### src/rtl/dac_pair_scheduler.sv
// -----------------------------------------------------------------------------
// dac_pair_scheduler
//
// Frame scheduler in front of the dual-channel AD56x3 DAC driver. It buffers
// one sample per channel from two independent Avalon-ST sources. It divides
// the master clock down to the DAC frame rate. On each frame tick it emits a
// coherent A-then-B sample pair to the driver on back-to-back beats.
// When a channel has no fresh sample, the last value is repeated. Such
// repeats, and ticks that arrive while a pair is still in flight, are counted
// for status readout.
//
// Ports
//   clk          master clock
//   reset        asynchronous, active-high reset
//   enable       1 = frame tick generator runs
//   clearCnt     synchronous clear of both status counters (wins over increment)
//   aValid/aData/aRdy   channel A sample sink (one-entry buffer)
//   bValid/bData/bRdy   channel B sample sink (one-entry buffer)
//   asoValid/asoChannel/asoData/asoRdy  pair source towards the driver
//   frameDone    one-cycle pulse after the channel B handshake
//   underrunCnt  saturating count of repeated channel samples
//   lateCnt      saturating count of ticks dropped while a pair was busy
// -----------------------------------------------------------------------------
module dac_pair_scheduler #(
    parameter int DATA_WIDTH   = 14,
    parameter int TICK_DIVIDER = 250,
    parameter int CNT_WIDTH    = 16
) (
    input  logic                  clk,
    input  logic                  reset,
    input  logic                  enable,
    input  logic                  clearCnt,
    input  logic                  aValid,
    input  logic [DATA_WIDTH-1:0] aData,
    output logic                  aRdy,
    input  logic                  bValid,
    input  logic [DATA_WIDTH-1:0] bData,
    output logic                  bRdy,
    output logic                  asoValid,
    output logic                  asoChannel,
    output logic [DATA_WIDTH-1:0] asoData,
    input  logic                  asoRdy,
    output logic                  frameDone,
    output logic [CNT_WIDTH-1:0]  underrunCnt,
    output logic [CNT_WIDTH-1:0]  lateCnt
);

    localparam int TICK_W = (TICK_DIVIDER > 1) ? $clog2(TICK_DIVIDER) : 1;
    localparam logic [TICK_W-1:0] TICK_LAST = TICK_W'(TICK_DIVIDER - 1);

    typedef enum logic [1:0] {
        IDLE   = 2'd0,
        SEND_A = 2'd1,
        SEND_B = 2'd2
    } state_t;

    // ------------------------------------------------------------------
    // Frame tick generator
    // ------------------------------------------------------------------
    logic [TICK_W-1:0] tick_cnt_reg;
    logic [TICK_W-1:0] tick_cnt_next;
    logic              tick;

    assign tick = enable && (tick_cnt_reg == TICK_LAST);

    always_comb begin
        tick_cnt_next = tick_cnt_reg + TICK_W'(1);
        if (!enable || tick) begin
            tick_cnt_next = '0;
        end
    end

    always_ff @(posedge clk or posedge reset) begin
        if (reset) begin
            tick_cnt_reg <= '0;
        end else begin
            tick_cnt_reg <= tick_cnt_next;
        end
    end

    // ------------------------------------------------------------------
    // Per-channel one-entry buffers (index 0 = A, 1 = B)
    // ------------------------------------------------------------------
    logic                  capture;
    logic                  in_valid [2];
    logic [DATA_WIDTH-1:0] in_data  [2];
    logic                  full_reg [2];
    logic [DATA_WIDTH-1:0] hold_reg [2];
    logic [DATA_WIDTH-1:0] last_reg [2];
    logic [DATA_WIDTH-1:0] cap_data [2];
    logic                  underrun [2];

    assign in_valid[0] = aValid;
    assign in_valid[1] = bValid;
    assign in_data[0]  = aData;
    assign in_data[1]  = bData;

    generate
        for (genvar gi = 0; gi < 2; gi++) begin : g_chan
            // Buffered sample first, then a sample arriving on the tick
            // cycle itself (bypass), otherwise repeat the previous value.
            assign cap_data[gi] = full_reg[gi] ? hold_reg[gi] :
                                  in_valid[gi] ? in_data[gi]  : last_reg[gi];
            assign underrun[gi] = capture && !full_reg[gi] && !in_valid[gi];

            // last_reg doubles as the outgoing sample for this channel:
            // it is loaded at capture and stays put until the next one.
            always_ff @(posedge clk or posedge reset) begin
                if (reset) begin
                    full_reg[gi] <= 1'b0;
                    hold_reg[gi] <= '0;
                    last_reg[gi] <= '0;
                end else if (capture) begin
                    // A bypassed sample is consumed directly, so the
                    // buffer is left empty in every capture case.
                    full_reg[gi] <= 1'b0;
                    last_reg[gi] <= cap_data[gi];
                end else if (in_valid[gi] && !full_reg[gi]) begin
                    full_reg[gi] <= 1'b1;
                    hold_reg[gi] <= in_data[gi];
                end
            end
        end
    endgenerate

    assign aRdy = !full_reg[0];
    assign bRdy = !full_reg[1];

    // ------------------------------------------------------------------
    // Pair FSM with registered outputs
    // ------------------------------------------------------------------
    state_t                state_reg;
    state_t                state_next;
    logic                  aso_valid_reg;
    logic                  aso_valid_next;
    logic                  aso_channel_reg;
    logic                  aso_channel_next;
    logic [DATA_WIDTH-1:0] aso_data_reg;
    logic [DATA_WIDTH-1:0] aso_data_next;
    logic                  frame_done_reg;
    logic                  frame_done_next;
    logic                  late;

    always_comb begin
        state_next       = state_reg;
        aso_valid_next   = aso_valid_reg;
        aso_channel_next = aso_channel_reg;
        aso_data_next    = aso_data_reg;
        frame_done_next  = 1'b0;
        capture          = 1'b0;
        late             = 1'b0;
        case (state_reg)
            IDLE: begin
                aso_valid_next = 1'b0;
                if (tick) begin
                    capture          = 1'b1;
                    state_next       = SEND_A;
                    aso_valid_next   = 1'b1;
                    aso_channel_next = 1'b0;
                    aso_data_next    = cap_data[0];
                end
            end
            SEND_A: begin
                late = tick;
                if (asoRdy) begin
                    // B follows immediately: the driver drops a lone A
                    // sample at its next sclk edge.
                    state_next       = SEND_B;
                    aso_channel_next = 1'b1;
                    aso_data_next    = last_reg[1];
                end
            end
            SEND_B: begin
                late = tick;
                if (asoRdy) begin
                    state_next      = IDLE;
                    aso_valid_next  = 1'b0;
                    frame_done_next = 1'b1;
                end
            end
            default: begin
                state_next     = IDLE;
                aso_valid_next = 1'b0;
            end
        endcase
    end

    always_ff @(posedge clk or posedge reset) begin
        if (reset) begin
            state_reg       <= IDLE;
            aso_valid_reg   <= 1'b0;
            aso_channel_reg <= 1'b0;
            aso_data_reg    <= '0;
            frame_done_reg  <= 1'b0;
        end else begin
            state_reg       <= state_next;
            aso_valid_reg   <= aso_valid_next;
            aso_channel_reg <= aso_channel_next;
            aso_data_reg    <= aso_data_next;
            frame_done_reg  <= frame_done_next;
        end
    end

    assign asoValid   = aso_valid_reg;
    assign asoChannel = aso_channel_reg;
    assign asoData    = aso_data_reg;
    assign frameDone  = frame_done_reg;

    // ------------------------------------------------------------------
    // Saturating status counters
    // ------------------------------------------------------------------
    function automatic logic [CNT_WIDTH-1:0] sat_add(
        input logic [CNT_WIDTH-1:0] cnt,
        input logic [1:0]           inc
    );
        logic [CNT_WIDTH:0] sum;
        sum = {1'b0, cnt} + (CNT_WIDTH + 1)'(inc);
        return sum[CNT_WIDTH] ? {CNT_WIDTH{1'b1}} : sum[CNT_WIDTH-1:0];
    endfunction

    logic [CNT_WIDTH-1:0] underrun_cnt_reg;
    logic [CNT_WIDTH-1:0] late_cnt_reg;
    logic [1:0]           underrun_inc;

    // Both channels can underrun on the same tick.
    assign underrun_inc = {1'b0, underrun[0]} + {1'b0, underrun[1]};

    always_ff @(posedge clk or posedge reset) begin
        if (reset) begin
            underrun_cnt_reg <= '0;
            late_cnt_reg     <= '0;
        end else if (clearCnt) begin
            underrun_cnt_reg <= '0;
            late_cnt_reg     <= '0;
        end else begin
            underrun_cnt_reg <= sat_add(underrun_cnt_reg, underrun_inc);
            late_cnt_reg     <= sat_add(late_cnt_reg, {1'b0, late});
        end
    end

    assign underrunCnt = underrun_cnt_reg;
    assign lateCnt     = late_cnt_reg;

endmodule

### config.mk
export PLATFORM = sky130hd
export DESIGN_NAME = dac_pair_scheduler
export DESIGN_NICKNAME = d
export VERILOG_FILES = /design/src/rtl/dac_pair_scheduler.sv
export SDC_FILE = /design/constraint.sdc
export NUM_CORES = 1
export LEC_CHECK = 0
export BUFFER_PORTS_ARGS = -buffer_cell sky130_fd_sc_hd__buf_2
export CAP_MARGIN = 20
export CORE_ASPECT_RATIO = 0.9
export CORE_MARGIN = 5
export CORE_UTILIZATION = 59
export CTS_BUF_LIST = sky130_fd_sc_hd__clkbuf_4 sky130_fd_sc_hd__clkbuf_8
export CTS_CLUSTER_DIAMETER = 40
export DETAILED_ROUTE_END_ITERATION = 8
export GPL_TIMING_DRIVEN = 0
export PLACE_DENSITY = 0.86
export SLEW_MARGIN = 10
export SYNTH_ARGS = -nofsm -noshare
export SYNTH_HDL_FRONTEND = slang
export SYNTH_SLANG_ARGS = --single-unit
### constraint.sdc
create_clock -name clk -period 5 [get_ports clk]
set_clock_uncertainty 0.2 [all_clocks]
set_input_delay 1 -clock clk [delete_from_list [all_inputs] [get_ports clk]]
set_output_delay 1 -clock clk [all_outputs]
set_load 0.005 [all_outputs]
# Word level (Yosys, flattened, before mapping)
# Index checks and enable logic that the tools add are counted.
# word_totals
reg_bits	117
in_bits	35
out_inout_bits	51
wordCells	81
# op_classes
bitwise	2
mux	30
n_reduce_logical	25
addsub	4
n_eq_ne	6
# op_table
operator	n
two-way mux 14 bit	6
two-way mux 16 bit	4
one-hot mux 14 bit (2 select lines)	1
adder 16 x 1 -> 17 bit	1
adder 16 x 2 -> 17 bit	1
two-way mux 1 bit	12
adder 8 x 1 -> 8 bit (second input constant)	1
== test 8 bit (second input constant)	1
two-way mux 8 bit	1
AND reduction 2 bit	4
nonzero test 2 bit	4
logical AND 1 bit	7
two-way mux 2 bit	3
inequality test 2 bit (second input constant)	3
one-hot mux 2 bit (3 select lines)	1
AND reduction 3 bit	2
zero test 1 bit	5
one-hot mux 1 bit (3 select lines)	1
adder 1 x 1 -> 2 bit	1
== test 2 x 1 -> 1 bit (second input constant)	1
== test 2 bit (second input constant)	1
zero test 2 bit	1
NOT 1 bit	2
one-hot mux 1 bit (2 select lines)	1
other kinds (2)	2

# Depth between registers and ports, before layout
# Gate-level depths: netlist (run 1).
# depth
ltp_word	10
ltp_mapped	12
mapped_depth_nobuf	12

# Worst setup path after synthesis (run 1)
# Ideal clock, no wire load.
# synth_timing
kind	input port to flip-flop
from	in enable
to	reg underrun_cnt_reg[1], in the netlist underrunCnt[1]
path_slack_ps	1347
required_ps	4726
arrival_time_ps	3378
cell_stages	10
n_path_buf	1
cell_sequence	nand4_1 nor3_1 nand2_1 fa_1 inv_1 ha_1 nand4_1 or4_4 buf_6 a21oi_2
# synth_via
elab_chain_len	9
word_cells_on_any_way	11
classes_between	add/sub: 2; mux: 4; reduce/logical: 5
# synth_rtl
element	line	text
start, declared	31	input logic enable,
logical AND 1 bit (*)	64	assign tick = enable && (tick_cnt_reg == TICK_LAST);
two-way mux 1 bit (*)	155	if (tick) begin
two-way mux 1 bit (*)	152	case (state_reg)
logical AND 1 bit (2 in series)	104	assign underrun[gi] = capture && !full_reg[gi] && !in_valid[gi];
adder 1 x 1 -> 2 bit (*)	226	assign underrun_inc = {1'b0, underrun[0]} + {1'b0, underrun[1]};
adder 16 x 2 -> 17 bit (*)	217	sum = {1'b0, cnt} + (CNT_WIDTH + 1)'(inc);
two-way mux 16 bit (*)	218	return sum[CNT_WIDTH] ? {CNT_WIDTH{1'b1}} : sum[CNT_WIDTH-1:0];
two-way mux 16 bit (*)	232	end else if (clearCnt) begin
end signal, assigned	236	underrun_cnt_reg <= sat_add(underrun_cnt_reg, underrun_inc);
end, declared	221	logic [CNT_WIDTH-1:0] underrun_cnt_reg;
# Mark *: on every way between the ends. The rest lies on a longest branch, timed or not.
# A chain may end at the register's enable or synchronous reset.

# Worst setup path in the final report (run 1)
# layout_timing
from	in enable
to	reg underrun_cnt_reg[6], in the netlist underrunCnt[6]
# Same word-level chain as after synthesis.

==> results.cfg, run 1 <==
[global_route]
track_usage = 0.257
grt-ovfl-total = 0
grt_start_max_net_pins = 93
grt_pass1_vias = 4730
grt_first_pass_wirelength_um = 23100
antenna_found_initial = 0

[setup_path]
critPathMaxFanout = 10
endpoint_kind = flop
critical_path_required_ps = 5160
rrSetupSlack_ps = 970
start_kind = input port
cp.arrival_ps = 4190
path_class = in -> reg

[sta]
timing.fmax_mhz = 248
min_period_ps = 4030
fin_setup_tns_ps = 0
slew_viol_final = 0
worstMarginPinSlew_ps = 707
relSlewSlack = 0.525
setup_violations = 0
rsz0062_at_grt = no
final_hold_viol_count = 0
period_share = 0.806
fin_hold_ws_ps = 275

[route]
drc_errors = 0
first_pass_iters = 5
drt-total-wl_um = 13900
drt-vias-per-instance = 5.89
drt_iter0_markers = 389
highest_layer = met4
ant_nets = 0
wire_per_inst_um = 18.0
wl_met1_um = 5950
wl_met3_um = 851
route.met2.wl_um = 6770
vias = 4556

[clock_tree]
clockRootBuffer = clkbuf_8
ctsHoldBuffers = 0
cts_made_buffers = 17
path_clk_slew_ps = 70
cts_setup_buffers = 0
tritoncts = yes
clk-insertion-delay-late_ps = 440
cts_sinks = 117
clockBufferDepth = 2
htree_levels = 4
post_cts_resized = 0

[synth]
synth_nets = 578
synthTopCellsByCount = 117 x dfrtp_1, 57 x nor2_1, 44 x mux2_2
synthTopCellsByArea = dfrtp_1 52%, mux2_2 8.8%, a21oi_1 3.8%
synthAdderAreaFrac = 0.0236
synth_top_family_by_area = simple AND/OR/NAND/NOR gates
synth_top_area_cell = dfrtp_1
syn_avg_cell_area_um2 = 10.5
async_flop_share = 1.00
synth-simple-area-share = 0.152
synthCells = 533
synth-edff-count = 0
synth_top_area_share = 0.521
syn_area_um2 = 5620
synth_mux_area_frac = 0.115
ys_warn_count = 0
synthXorXnorAreaFrac = 0.0327
ys_seq_area_frac = 0.521
synth_compound_area_frac = 0.120
synth_cell_type_count = 48
ys.flop_type = dfrtp_1
ys_seq_elements = 117
synth.most_common_cell = dfrtp_1

[floorplan]
core_um2 = 9210
dieArea_um2 = 11600
fp.dieW_um = 113
io-pin-count = 86
die_height_um = 103
rows = 33
start_util = 0.610

[placement]
io_buffer_count = 85
finalWeightedCongestion = 0.858
dp_hpwl_um = 9780

[cells_and_area]
syn2layout_area_growth_pct = 18.9
seq_area_um2 = 2930
layout-drive-gt1-share = 0.284
nets = 683
diodes = 0
fin_util = 0.726
nFillCells = 632
multi_input_area_um2 = 2490

[power_and_ir_drop]
p_per_area_nw_per_um2 = 307
total_power_mw = 2.05
ir_drop_uv = 335
leakagePower_nw = 3.10

[hold_path]
hold_class = reg -> reg

[status]
status = finished clean

[flow_run]
maxCapViolCount = 0
[placed cells by master (no fill, tap or decap), drive strengths merged, types with 3 or more instances in the layout]
cell type and instances:
nand2 43, o21ai 8, or2 4, dfrtp 117, a211oi 17, nand4 6, a21oi 44, mux2 44
o31ai 28, nand3 16, nor2 57, and3 6, xnor2 17, ha 9, clkbuf 39, mux2i 15
nor2b 15, buf 100, xor2 4, a31oi 3, nor4 5, inv 19, bufinv 3, nor3 9
[area by class of cell]
class	instances	area share
inverters	19	0.0114
plain buffers	28	0.0199
repair buffers	86	0.0678
multi-input cells	369	0.372
flip-flops and latches	117	0.438
well taps	122	0.0228
clock inverters	7	0.0172
clock buffers	25	0.0506
[kinds of logic after synthesis]
family                   after synthesis
XOR/XNOR                              21
flip-flops                           117
AO/OA/AOI/OAI                        105
buffers and inverters                 47
multiplexers                          59
AND/OR/NAND/NOR                      174
adder cells (fa/ha/maj)               10
[report_power, final]
part	internal (mW)	total (mW)	switching (mW)
clock network	0.591	0.975	0.384
logic	0.0389	0.0964	0.0575
registers	0.968	0.981	0.0126
total	1.60	2.05	0.454
[worst max-delay path: stages]
cell and delay (ps):
buf_2 110, nand4_1 210, nor3_1 620, nand2_1 190, fa_1 480, inv_1 90
ha_1 210, nand4_1 330, or4_4 660, buf_6 160, a21oi_1 130
[layer usage]
layer / up-vias / GRT usage
met3: 33 / 0.0675
met2: 193 / 0.413
met4: 0 / 0.122
li1: 2092 / -
met5: - / 0
met1: 2238 / 0.328
[stage by stage]
| step | cell area [um2] | setup slack, ps | std cells |
|---|---|---|---|
| after global routing | 6680 | 743 | 773 |
| after CTS | 6680 | 961 | 773 |
| after global placement | 6200 | -503 | 740 |
| final | 6680 | 968 | 773 |
| after floorplan | 5620 | 699 | 533 |
| after detailed placement | 6230 | 564 | 741 |
[final timing paths]
kind                                  from              to  cells after the start
setup / recovery                    enable  underrunCnt[6]                     11
hold / removal                last_reg[16]    last_reg[16]                      2
setup reg to reg           tick_cnt_reg[1]  underrunCnt[6]                     12
hold reg to reg               last_reg[16]    last_reg[16]                      2
max in group asynchronous            reset       frameDone                      3
min in group asynchronous            reset     lateCnt[11]                      2
Power figures use the tool's default switching activity.
==> inputs of run 2 (changes only) <==
==> constraint.sdc (replaced) <==
create_clock -name clk -period 3.9 [get_ports clk]
set_clock_uncertainty 0.2 [all_clocks]
set_input_delay 0.78 -clock clk [delete_from_list [all_inputs] [get_ports clk]]
set_output_delay 0.78 -clock clk [all_outputs]
set_load 0.005 [all_outputs]
==> results.cfg, run 2 (synthesis results as in run 1) <==
[status]
status = finished clean

[sta]
min_period_ps = 3520
setup_violations = 0
worstMarginPinSlew_ps = 718
final_hold_viol_count = 0
rsz0062_at_grt = no
slew_viol_final = 0
period_share = 0.902
timing.fmax_mhz = 284
relSlewSlack = 0.521

[hold_path]
hold_class = in -> async

[route]
drt-total-wl_um = 14200
first_pass_iters = 5
drc_errors = 0
wire_per_inst_um = 18.3
vias = 4682
drt_iter0_markers = 462
ant_nets = 0
drt-vias-per-instance = 6.02

[global_route]
grt_first_pass_wirelength_um = 23200
antenna_found_initial = 1
track_usage = 0.257
grt_start_max_net_pins = 32
grt-ovfl-total = 0
grt_pass1_vias = 4738
grtUsageMet2 = 0.422
met3_usage = 0.0728
met1_usage = 0.321
top_usage_layer = met2

[power_and_ir_drop]
p_per_area_nw_per_um2 = 382
total_power_mw = 2.57
leakagePower_nw = 3.13
ir_drop_uv = 260

[cells_and_area]
final_cell_mix = 117 x dfrtp_1, 92 x buf_2, 57 x nor2_1
nFillCells = 621
layout-drive-gt1-share = 0.291
layout_commonest_cell = dfrtp_1
nets = 688
syn2layout_area_growth_pct = 19.8
fin_util = 0.731
diodes = 0

[setup_path]
rrSetupSlack_ps = 450
path_class = in -> reg
start_kind = input port
endpoint_kind = flop
timing.rr.end = underrunCnt[9]
cp.arrival_ps = 3680
rr_startpoint = tick_cnt_reg[1]
reg2reg_depth = 12
critPathMaxFanout = 10
critical_path_required_ps = 4060

[floorplan]
rows = 33
io-pin-count = 86
core_um2 = 9210
fp.dieW_um = 113
dieArea_um2 = 11600
die_height_um = 103
start_util = 0.610

[placement]
dp_hpwl_um = 10100
finalWeightedCongestion = 0.901
io_buffer_count = 85

[clock_tree]
htree_levels = 4
tritoncts = yes
clk-insertion-delay-late_ps = 430
path_clk_slew_ps = 70
cts_made_buffers = 17
clockBufferDepth = 2
clockRootBuffer = clkbuf_8
cts_sinks = 117

[flow_run]
maxCapViolCount = 0
==> run 2: cell types whose count changed in the layout (fill, tap and decap cells not counted) <==
cell      before  now
inv_6          1    0
nor3_1         9    8
clkbuf_8      24   20
nor3_4         0    1
buf_12         0    3
buf_4          3    5
clkinv_2       2    6
clkbuf_4       1    2
==> run 2: how the worst max path moves through the flow <==
stage	slack, ps	to	start
after floorplan	470	underrunCnt[1]	enable
after global placement	-130	underrunCnt[3]	aValid
after detailed placement	-190	underrunCnt[9]	aValid
after CTS	50	underrunCnt[9]	tick_cnt_reg[1]
after global routing	180	underrunCnt[1]	aValid
final	380	underrunCnt[9]	aValid
==> run 2: where the power goes <==
part / internal (mW) / total [mW] / switching (mW)
Sequential: 1.24 / 1.26 / 0.0163
Combinational: 0.0558 / 0.133 / 0.0767
Clock: 0.690 / 1.18 / 0.491
Total: 1.99 / 2.57 / 0.584
==> run 2: cell type report <==
class / instances / area [um2] / area share
buffer: 28 / 133 / 0.0197
clock buffer: 22 / 290 / 0.0431
clock inverter: 10 / 128 / 0.0190
inverter: 19 / 75.1 / 0.0112
multi-input combinational: 369 / 2500 / 0.371
sequential: 117 / 2930 / 0.435
tap: 122 / 153 / 0.0227
timing repair buffer: 91 / 528 / 0.0784
==> run 2: per-layer routing <==
metal | vias up | wire [um]
li1 | 2100 | -
met1 | 2290 | 5810
met2 | 239 | 6890
met3 | 51 | 1040
met4 | 2 | 468
met5 | - | 7
==> run 2: per-stage QoR <==
step                setup slack [ps]  area (um2)  std cells  TNS (ps)  hold slack, ps
global route                     180        6730        778         0             161
global placement                -133        6200        740     -1270             251
CTS                             46.7        6710        776         0             133
floorplan                        467        5620        533         0             241
detailed placement              -190        6290        744     -1750             263
finish                           381        6730        778         0             136
==> run 2: critical path, stage by stage <==
cell	delay [ps]
buf_2	120
clkbuf_1	240
clkbuf_1	320
nor2_1	270
nand2_1	110
fa_1	450
inv_1	110
ha_1	230
nand4_1	170
or4_4	590
buf_6	160
a21oi_1	130
==> run 2: repair_timing <==
| item | CTS | global route |
|---|---|---|
| resized for setup | 0 | 2 |
| hold endpoints to repair | 0 | 0 |
| endpoints found under the setup margin | 0 | 14 |
| hold buffers | 0 | 0 |
| setup buffers | 0 | 2 |
